$ cat src/rtl/cu_pkg.sv
// Shared control-unit definitions used by the sequencer and microstore.
// Holds next-state select codes, condition select codes and default states.
package cu_pkg;

    localparam int STATE_W     = 10;
    localparam int RESET_STATE = 0;
    localparam int FETCH_STATE = 1;

    typedef enum logic [2:0] {
        NS_DECODE  = 3'b000,
        NS_FETCH   = 3'b001,
        NS_JUMP    = 3'b010,
        NS_INC     = 3'b011,
        NS_CJUMP   = 3'b100,
        NS_WAIT    = 3'b101,
        NS_CDECODE = 3'b110,
        NS_RSVD    = 3'b111
    } ns_e;

    typedef enum logic [1:0] {
        CS_MOC  = 2'b00,
        CS_COND = 2'b01,
        CS_ZERO = 2'b10,
        CS_ONE  = 2'b11
    } cs_e;

endpackage

$ cat src/rtl/next_state_selector.sv
// Combinational next-state mux of the microprogram sequencer.
// A watchdog timeout overrides the select code and forces the error state.
module next_state_selector #(
    parameter int STATE_W     = cu_pkg::STATE_W,
    parameter int FETCH_STATE = cu_pkg::FETCH_STATE,
    parameter int ERROR_STATE = 1023
) (
    input  logic               i_c,
    input  logic [STATE_W-1:0] i_state,
    input  logic [STATE_W-1:0] i_inc,
    input  logic [STATE_W-1:0] i_encoded,
    input  logic [STATE_W-1:0] i_cr_next,
    input  logic [2:0]         i_cr_ns,
    input  logic               i_timeout,
    output logic [STATE_W-1:0] o_next
);
    import cu_pkg::*;

    localparam logic [STATE_W-1:0] LP_FETCH = STATE_W'(FETCH_STATE);
    localparam logic [STATE_W-1:0] LP_ERROR = STATE_W'(ERROR_STATE);

    always_comb begin
        o_next = LP_FETCH;
        if (i_timeout) begin
            o_next = LP_ERROR;
        end else begin
            case (i_cr_ns)
                NS_DECODE:  o_next = i_encoded;
                NS_FETCH:   o_next = LP_FETCH;
                NS_JUMP:    o_next = i_cr_next;
                NS_INC:     o_next = i_inc;
                NS_CJUMP:   o_next = i_c ? i_cr_next : i_inc;
                NS_WAIT:    o_next = i_c ? i_inc : i_state;
                NS_CDECODE: o_next = i_c ? i_encoded : LP_FETCH;
                default:    o_next = LP_FETCH;
            endcase
        end
    end

endmodule

$ cat src/rtl/control_sequencer.sv
// Microprogram sequencer: state register, condition mux, incrementer,
// memory-wait watchdog and sticky bus-error flag.
module control_sequencer #(
    parameter int STATE_W     = cu_pkg::STATE_W,
    parameter int RESET_STATE = cu_pkg::RESET_STATE,
    parameter int FETCH_STATE = cu_pkg::FETCH_STATE,
    parameter int ERROR_STATE = 1023,
    parameter int TIMEOUT     = 16,
    parameter int CNT_W       = 8
) (
    input  logic               clk,
    input  logic               reset_n,
    input  logic [STATE_W-1:0] encoded_state,
    input  logic [STATE_W-1:0] cr_next,
    input  logic [2:0]         cr_ns,
    input  logic [1:0]         cr_cs,
    input  logic               cr_inv,
    input  logic               moc,
    input  logic               cond,
    output logic [STATE_W-1:0] state,
    output logic               bus_error
);
    import cu_pkg::*;

    localparam logic             LP_WD_EN = (TIMEOUT != 0);
    localparam logic [CNT_W-1:0] LP_TMAX  =
        CNT_W'((TIMEOUT == 0) ? 0 : TIMEOUT - 1);

    logic [STATE_W-1:0] r_state;
    logic               r_bus_error;
    logic [CNT_W-1:0]   r_wcnt;

    logic               w_sel;
    logic               w_c;
    logic [STATE_W-1:0] w_inc;
    logic               w_waiting;
    logic               w_timeout;
    logic [STATE_W-1:0] w_next;

    always_comb begin
        w_sel = 1'b0;
        case (cr_cs)
            CS_MOC:  w_sel = moc;
            CS_COND: w_sel = cond;
            CS_ZERO: w_sel = 1'b0;
            CS_ONE:  w_sel = 1'b1;
            default: w_sel = 1'b0;
        endcase
    end

    assign w_c       = w_sel ^ cr_inv;
    assign w_inc     = r_state + STATE_W'(1);
    assign w_waiting = (cr_ns == NS_WAIT) && !w_c;
    // A condition arriving on the last allowed cycle still wins
    assign w_timeout = LP_WD_EN && w_waiting && (r_wcnt == LP_TMAX);

    next_state_selector #(
        .STATE_W     (STATE_W),
        .FETCH_STATE (FETCH_STATE),
        .ERROR_STATE (ERROR_STATE)
    ) u_sel (
        .i_c       (w_c),
        .i_state   (r_state),
        .i_inc     (w_inc),
        .i_encoded (encoded_state),
        .i_cr_next (cr_next),
        .i_cr_ns   (cr_ns),
        .i_timeout (w_timeout),
        .o_next    (w_next)
    );

    always_ff @(posedge clk) begin
        if (!reset_n) begin
            r_state     <= STATE_W'(RESET_STATE);
            r_bus_error <= 1'b0;
            r_wcnt      <= '0;
        end else begin
            r_state <= w_next;
            if (w_timeout) begin
                r_bus_error <= 1'b1;
                r_wcnt      <= '0;
            end else if (w_waiting) begin
                r_wcnt <= r_wcnt + CNT_W'(1);
            end else begin
                r_wcnt <= '0;
            end
        end
    end

    assign state     = r_state;
    assign bus_error = r_bus_error;

endmodule

$ cat config.mk
export PLATFORM = sky130hd
export DESIGN_NAME = control_sequencer
export DESIGN_NICKNAME = d
export VERILOG_FILES = /design/src/rtl/cu_pkg.sv /design/src/rtl/next_state_selector.sv /design/src/rtl/control_sequencer.sv
export SDC_FILE = /design/constraint.sdc
export NUM_CORES = 1
export LEC_CHECK = 0
export ABC_CLOCK_PERIOD_IN_PS = 3250
export CORE_UTILIZATION = 52
export DETAILED_ROUTE_END_ITERATION = 6
export PLACE_DENSITY = 0.85
export SLEW_MARGIN = 40
export SYNTH_ARGS = -nofsm -noshare
export SYNTH_HDL_FRONTEND = slang
export SYNTH_SLANG_ARGS = --single-unit
$ cat constraint.sdc
create_clock -name clk -period 3.25 [get_ports clk]
set_clock_uncertainty 0.05 [all_clocks]
set_input_delay 0.325 -clock clk [delete_from_list [all_inputs] [get_ports clk]]
set_output_delay 0.325 -clock clk [all_outputs]
set_load 0.03 [all_outputs]
# Word-level counts from Yosys, hierarchy flattened
# Cells that the tools add are included.
[op_classes] reduce_logical=6 n_mux=6 n_bitwise=3 addsub=2 eq_ne=10
[ops] operator="$pmux W10 S6" count=1
[ops] operator="$mux W10" count=4
[ops] operator="$add A10 B1 Y10 const B" count=1
[ops] operator="$eq A3 B3 Y1 const B" count=3
[ops] operator="$add A8 B1 Y8 const B" count=1
[ops] operator="$eq A8 B4 Y1 const B" count=1
[ops] operator="$eq A3 B2 Y1 const B" count=2
[ops] operator="$eq A2 B2 Y1 const B" count=2
[ops] operator="$pmux W1 S4" count=1
[ops] operator="$logic_not A3 Y1" count=1
[ops] operator="$ne A3 B1 Y1 const B" count=1
[ops] operator="$reduce_or A3 Y1" count=1
[ops] operator="$eq A2 B1 Y1 const B" count=1
[ops] operator="$logic_and A1 B1 Y1" count=2
[ops] operator="$logic_not A2 Y1" count=1
[ops] operator="$not A1 Y1" count=2
[ops] operator="$logic_not A1 Y1" count=1
[ops] operator="$xor A1 B1 Y1" count=1
[totals] output_inout_bits=11 regBits=19 wordCells=30

# Depth between registers and ports, before layout
[logic_depth] depth_word=7 depth_mapped=8 ltp_nobuf=7

# Modules after synthesis
# A second synthesis with hierarchy kept.
[unflattened] cells_unflattened=174 hier_area_um2=1566.5
[modules_own_cells] module="control_sequencer" cells_each=88 area_per_inst_um2=878.3 instances=1
[modules_own_cells] module="next_state_selector" cells_each=86 area_per_inst_um2=688.2 instances=1

# Worst setup path before layout
# Ideal clock, no wire load.
[synth_path] path_type="register to register" from="register r_state[0] (netlist: state[0])" to="register r_state[4] (netlist: state[4])" arrival_time_ps=1697 period_less_slack_ps=1877 n_path_buf=0 slack_ps=1373 stages_incl_launch_ff=8 setup_ps=130 cell_sequence="dfxtp_1 > ha_1 > nand3_1 > xnor2_1 > a21oi_1 > o32ai_1 > a311oi_1 > o31ai_1"
[synth_via] elab_chain_cells=4 elab_cells_between_ends=5
[synth_rtl] item="start, declared" line_no="control_sequencer.sv:29" source="logic [STATE_W-1:0] r_state;"
[synth_rtl] item="start signal, assigned" line_no="control_sequencer.sv:74" source="r_state <= STATE_W'(RESET_STATE);"
[synth_rtl] item="start signal, assigned" line_no="control_sequencer.sv:78" source="r_state <= w_next;"
[synth_rtl] item="$add A10 B1 Y10 (*)" line_no="control_sequencer.sv:52" source="assign w_inc = r_state + STATE_W'(1);"
[synth_rtl] item="$mux W10 (on tied branches)" line_no="next_state_selector.sv:33, next_state_selector.sv:32"
[synth_rtl] item="$pmux W10 S6 (*)" line_no="next_state_selector.sv:27" source="case (i_cr_ns)"
[synth_rtl] item="$mux W10 (*)" line_no="next_state_selector.sv:24" source="if (i_timeout) begin"
# Mark *: on every way between the ends. The rest lies on a longest branch, timed or not. The select of a mux whose other input is x is not followed.
# A chain may end at the register's enable or synchronous reset.

# Worst setup path after layout
[layout_path] from="input port cr_cs[1]" to="register r_state[9] (netlist: state[9])"
[layout_via] elab_chain_cells=7 elab_cells_between_ends=14
[layout_rtl] item="start, declared" line_no="control_sequencer.sv:16" source="input logic [1:0] cr_cs,"
[layout_rtl] item="$eq A2 B2 Y1, or another cell as far along" line_no="control_sequencer.sv:42" source="case (cr_cs)"
[layout_rtl] item="$pmux W1 S4 (*)" line_no="control_sequencer.sv:42"
[layout_rtl] item="$xor A1 B1 Y1 (*)" line_no="control_sequencer.sv:51" source="assign w_c = w_sel ^ cr_inv;"
[layout_rtl] item="parallel branches: the longest is 4 deep, another holds $mux W10"
# Every way passes the cells marked *.

==> flow_summary.toml <==
[outcome]
outcome = "finished clean"

[floorplan]
die_height_um = 56.5
floorplan.io_pins = 41
fp.dieArea_um2 = 3190
row_count = 19
chipWidth_um = 56.5
core-area_um2 = 2780
floorplan.initialDensity_pct = 55.5

[power]
net-switching-power_uw = 190
power_switching_share_pct = 33.1
leakagePower_uw = 0.000735
powerDensity_nw_per_um2 = 290
power.internal_uw = 384
clockPowerShare_pct = 21.3
seq_power_share_pct = 44.8
irDropWorstVdd_mv = 0.284
power_frac_comb_pct = 33.9
total_power_uw = 574

[routing]
detail_route.wirelength.met1_mm = 1.79
length_of_routed_met2_wiring_mm = 1.95
drt_first_pass_iters = 4
route.vias.total = 1670
initial_drc_count = 105
route.top_layer_used = "met4"
routed_via_density = 6.37
wl_met3_um = 364
wl_cell_um = 16.0
drt_drc_violations_left = 0
drtAntennaViolNets = 0
routed_wirelength_mm = 4.19

[setup_path]
required_time_at_the_endpoint_of_the_critical_path_ns = 3.39
end_kind = "flop"
critical_path_arrival_ns = 2.53
critical_path.startpoint_type = "input port"
path_class = "input port to flop"
worst-path-max-fanout = 9

[grt]
antenna_found_initial = 0
gr-usage-all-layers_pct = 27.1
overflow = 0
grt_start_max_net_pins = 19
grt_pass1_wl_mm = 6.91
vias_in_the_first_global_route = 1592

[synth]
synth.yosys.seq_area_share_pct = 24.6
synth_edf_count = 0
synth.cell_area_um2 = 1540
fraction_of_synthesis_flops_using_an_asynchronous_set_or_reset_pin_pct = 0
ys_ff_latch = 19
yosysUniqueCellTypes = 57
yosys_warnings = 0
ys_dominant_reg_cell = "dfxtp_1"
syn_area_per_cell_um2 = 7.96
gate_count_of_the_mapped_netlist = 194
synth_fp_nets = 226

[placed_design]
gp_weighted_congestion = 0.885
pre_cts_slack_ns = 0.595
dp_hpwl_mm = 3.22
area_after_dpl_um2 = 1950
port_buffers = 40

[finish]
most-common-layout-cells = "40 x clkdlybuf4s50_1, 21 x nor2_1, 19 x dfxtp_1"
fill_cells = 221
layout.cell_area.non_filler_um2 = 1980
flow.area_growth_from_synthesis_pct = 28.1
drive_gt1_share_pct = 6.93
most_common_cell_after_layout_fill_and_taps_aside = "clkdlybuf4s50_1"
design.final.nets = 264
layout.core_utilization_pct = 71.1
diodes = 0

[clock_network]
post_cts_hold_buffer_count = 0
cts_max_level = 1
number_of_sinks_driven_by_the_clock_tree = 19
cts.clk_slew.worst_paths_ns = 0.11
clock_path_buffers = 2
clock_latency_on_the_worst_skew_pair_ns = 0.31
clockRootBuffer = "clkbuf_4"
cts_made_buffers = 3
cts_setup_buffers = 0
cts_tree = "yes"
post_cts_resize_count = 0

[sta]
count_of_endpoints_failing_setup_in_the_final_report = 0
rsz0062_at_grt = "false"
fmaxAchievable_ghz = 0.418
worstMarginPinSlew_ns = 0.602
setup_tns_ns = 0
final_min_period_over_clock_period_pct = 73.6
worst_slew_margin_rel_pct = 59.8
final.min_clock_period_ns = 2.39
least_setup_slack_across_all_paths_after_layout_ns = 0.857
timing.final.max_slew_violations = 0
final_hold_viol_count = 0

[job]
cap_viol_max_count = 0

[hold_path]
worst_hold_path_type = "flop to flop"
-- routing by layer --
metal  global-route usage [%]  vias to the layer above
li1                         -                      794
met1                     36.1                      779
met2                     43.5                       86
met3                     5.07                       11
met4                     10.1                        0
met5                        0                        -
-- area by class of cell --
cell class                 count  area [um^2]  area share (%)
multi-input combinational    156         1070            54.3
inverter                       9         33.8            1.71
clock buffer                   3         22.5            1.14
clock inverter                 1         5.00           0.253
timing repair buffer          43          423            21.4
tap                           31         38.8            1.96
sequential                    19          380            19.2
-- metrics by stage --
step,hold WS (ns),cells
finish,0.416,262
floorplan,0.363,194
global route,0.434,262
CTS,0.414,262
detailed placement,0.397,258
global placement,0.372,258
-- synthesized netlist by cell type (2+ instances only) --
master    instances  share of area (%)
clkbuf_1          2               0.49
nand2b_1          5                2.0
nor3_1           11                3.6
xnor2_1           6                3.4
nand3_1          10                3.2
xor2_1            7                4.0
o21ai_1           2               0.65
buf_2             4                1.3
a211oi_1          2               0.97
a21o_1            2               0.97
buf_4             3                1.5
o41ai_1           2                1.1
a221oi_1          2                1.1
and3_1            3                1.2
a21oi_1           9                2.9
ha_1              2                1.6
o21ai_0           8                2.6
nand2_1           8                1.9
nor3b_1           2               0.97
o221ai_1          2                1.1
a21boi_0          2               0.97
nor2_1           21                5.1
nor2b_1           3                1.2
o31ai_1           2               0.97
dfxtp_1          19                 25
nand4_1           3                1.2
nor4_1            2               0.81
o211ai_1          4                1.9
mux2i_1          10                6.5
inv_1             9                2.2
-- critical path, cell delays in order --
cell,delay [ns]
clkdlybuf4s50_1,0.46
o21a_1,0.27
o21ai_1,0.21
nor2b_1,0.54
nor3_1,0.18
o41ai_1,0.43
a21oi_1,0.12
-- flip-flops by register name, summed over array words and instances (netlist names) --
name and cells:
r_wcnt 8, state 10, bus_error 1
-- power groups by stage --
stage | combinational, uW | clock (uW) | sequential (uW)
after floorplan | 100 | 0 | 274
after global placement | 188 | 0 | 261
after detailed placement | 191 | 0 | 262
after CTS | 192 | 126 | 256
after global routing | 208 | 132 | 259
final | 194 | 122 | 257
-- path summary, 6_finish.rpt --
check / slack (ns) / start / cells after the start / end
max: 0.86 / cr_cs[1] / 7 / state[9]$_SDFFE_PN0P_
min: 0.42 / r_wcnt[0]$_SDFF_PP0_ / 1 / r_wcnt[0]$_SDFF_PP0_
max reg2reg: 1.24 / state[0]$_SDFFE_PN0P_ / 7 / state[4]$_SDFFE_PN0P_
min reg2reg: 0.42 / r_wcnt[0]$_SDFF_PP0_ / 1 / r_wcnt[0]$_SDFF_PP0_
-- cell families (layout without fill, tap and decap cells) --
family	count (synthesis)	in the layout	synth area share, %
AOI/OAI and AO/OA	51	51	24.0
DFF	19	19	24.6
buffers and inverters	19	56	5.75
and+or+nand+nor	78	78	27.0
xor gates and xnor gates	14	14	9.08
adders and majority gates	2	2	1.62
muxes	11	11	7.94
No activity file was read; power rests on OpenSTA's default activity.
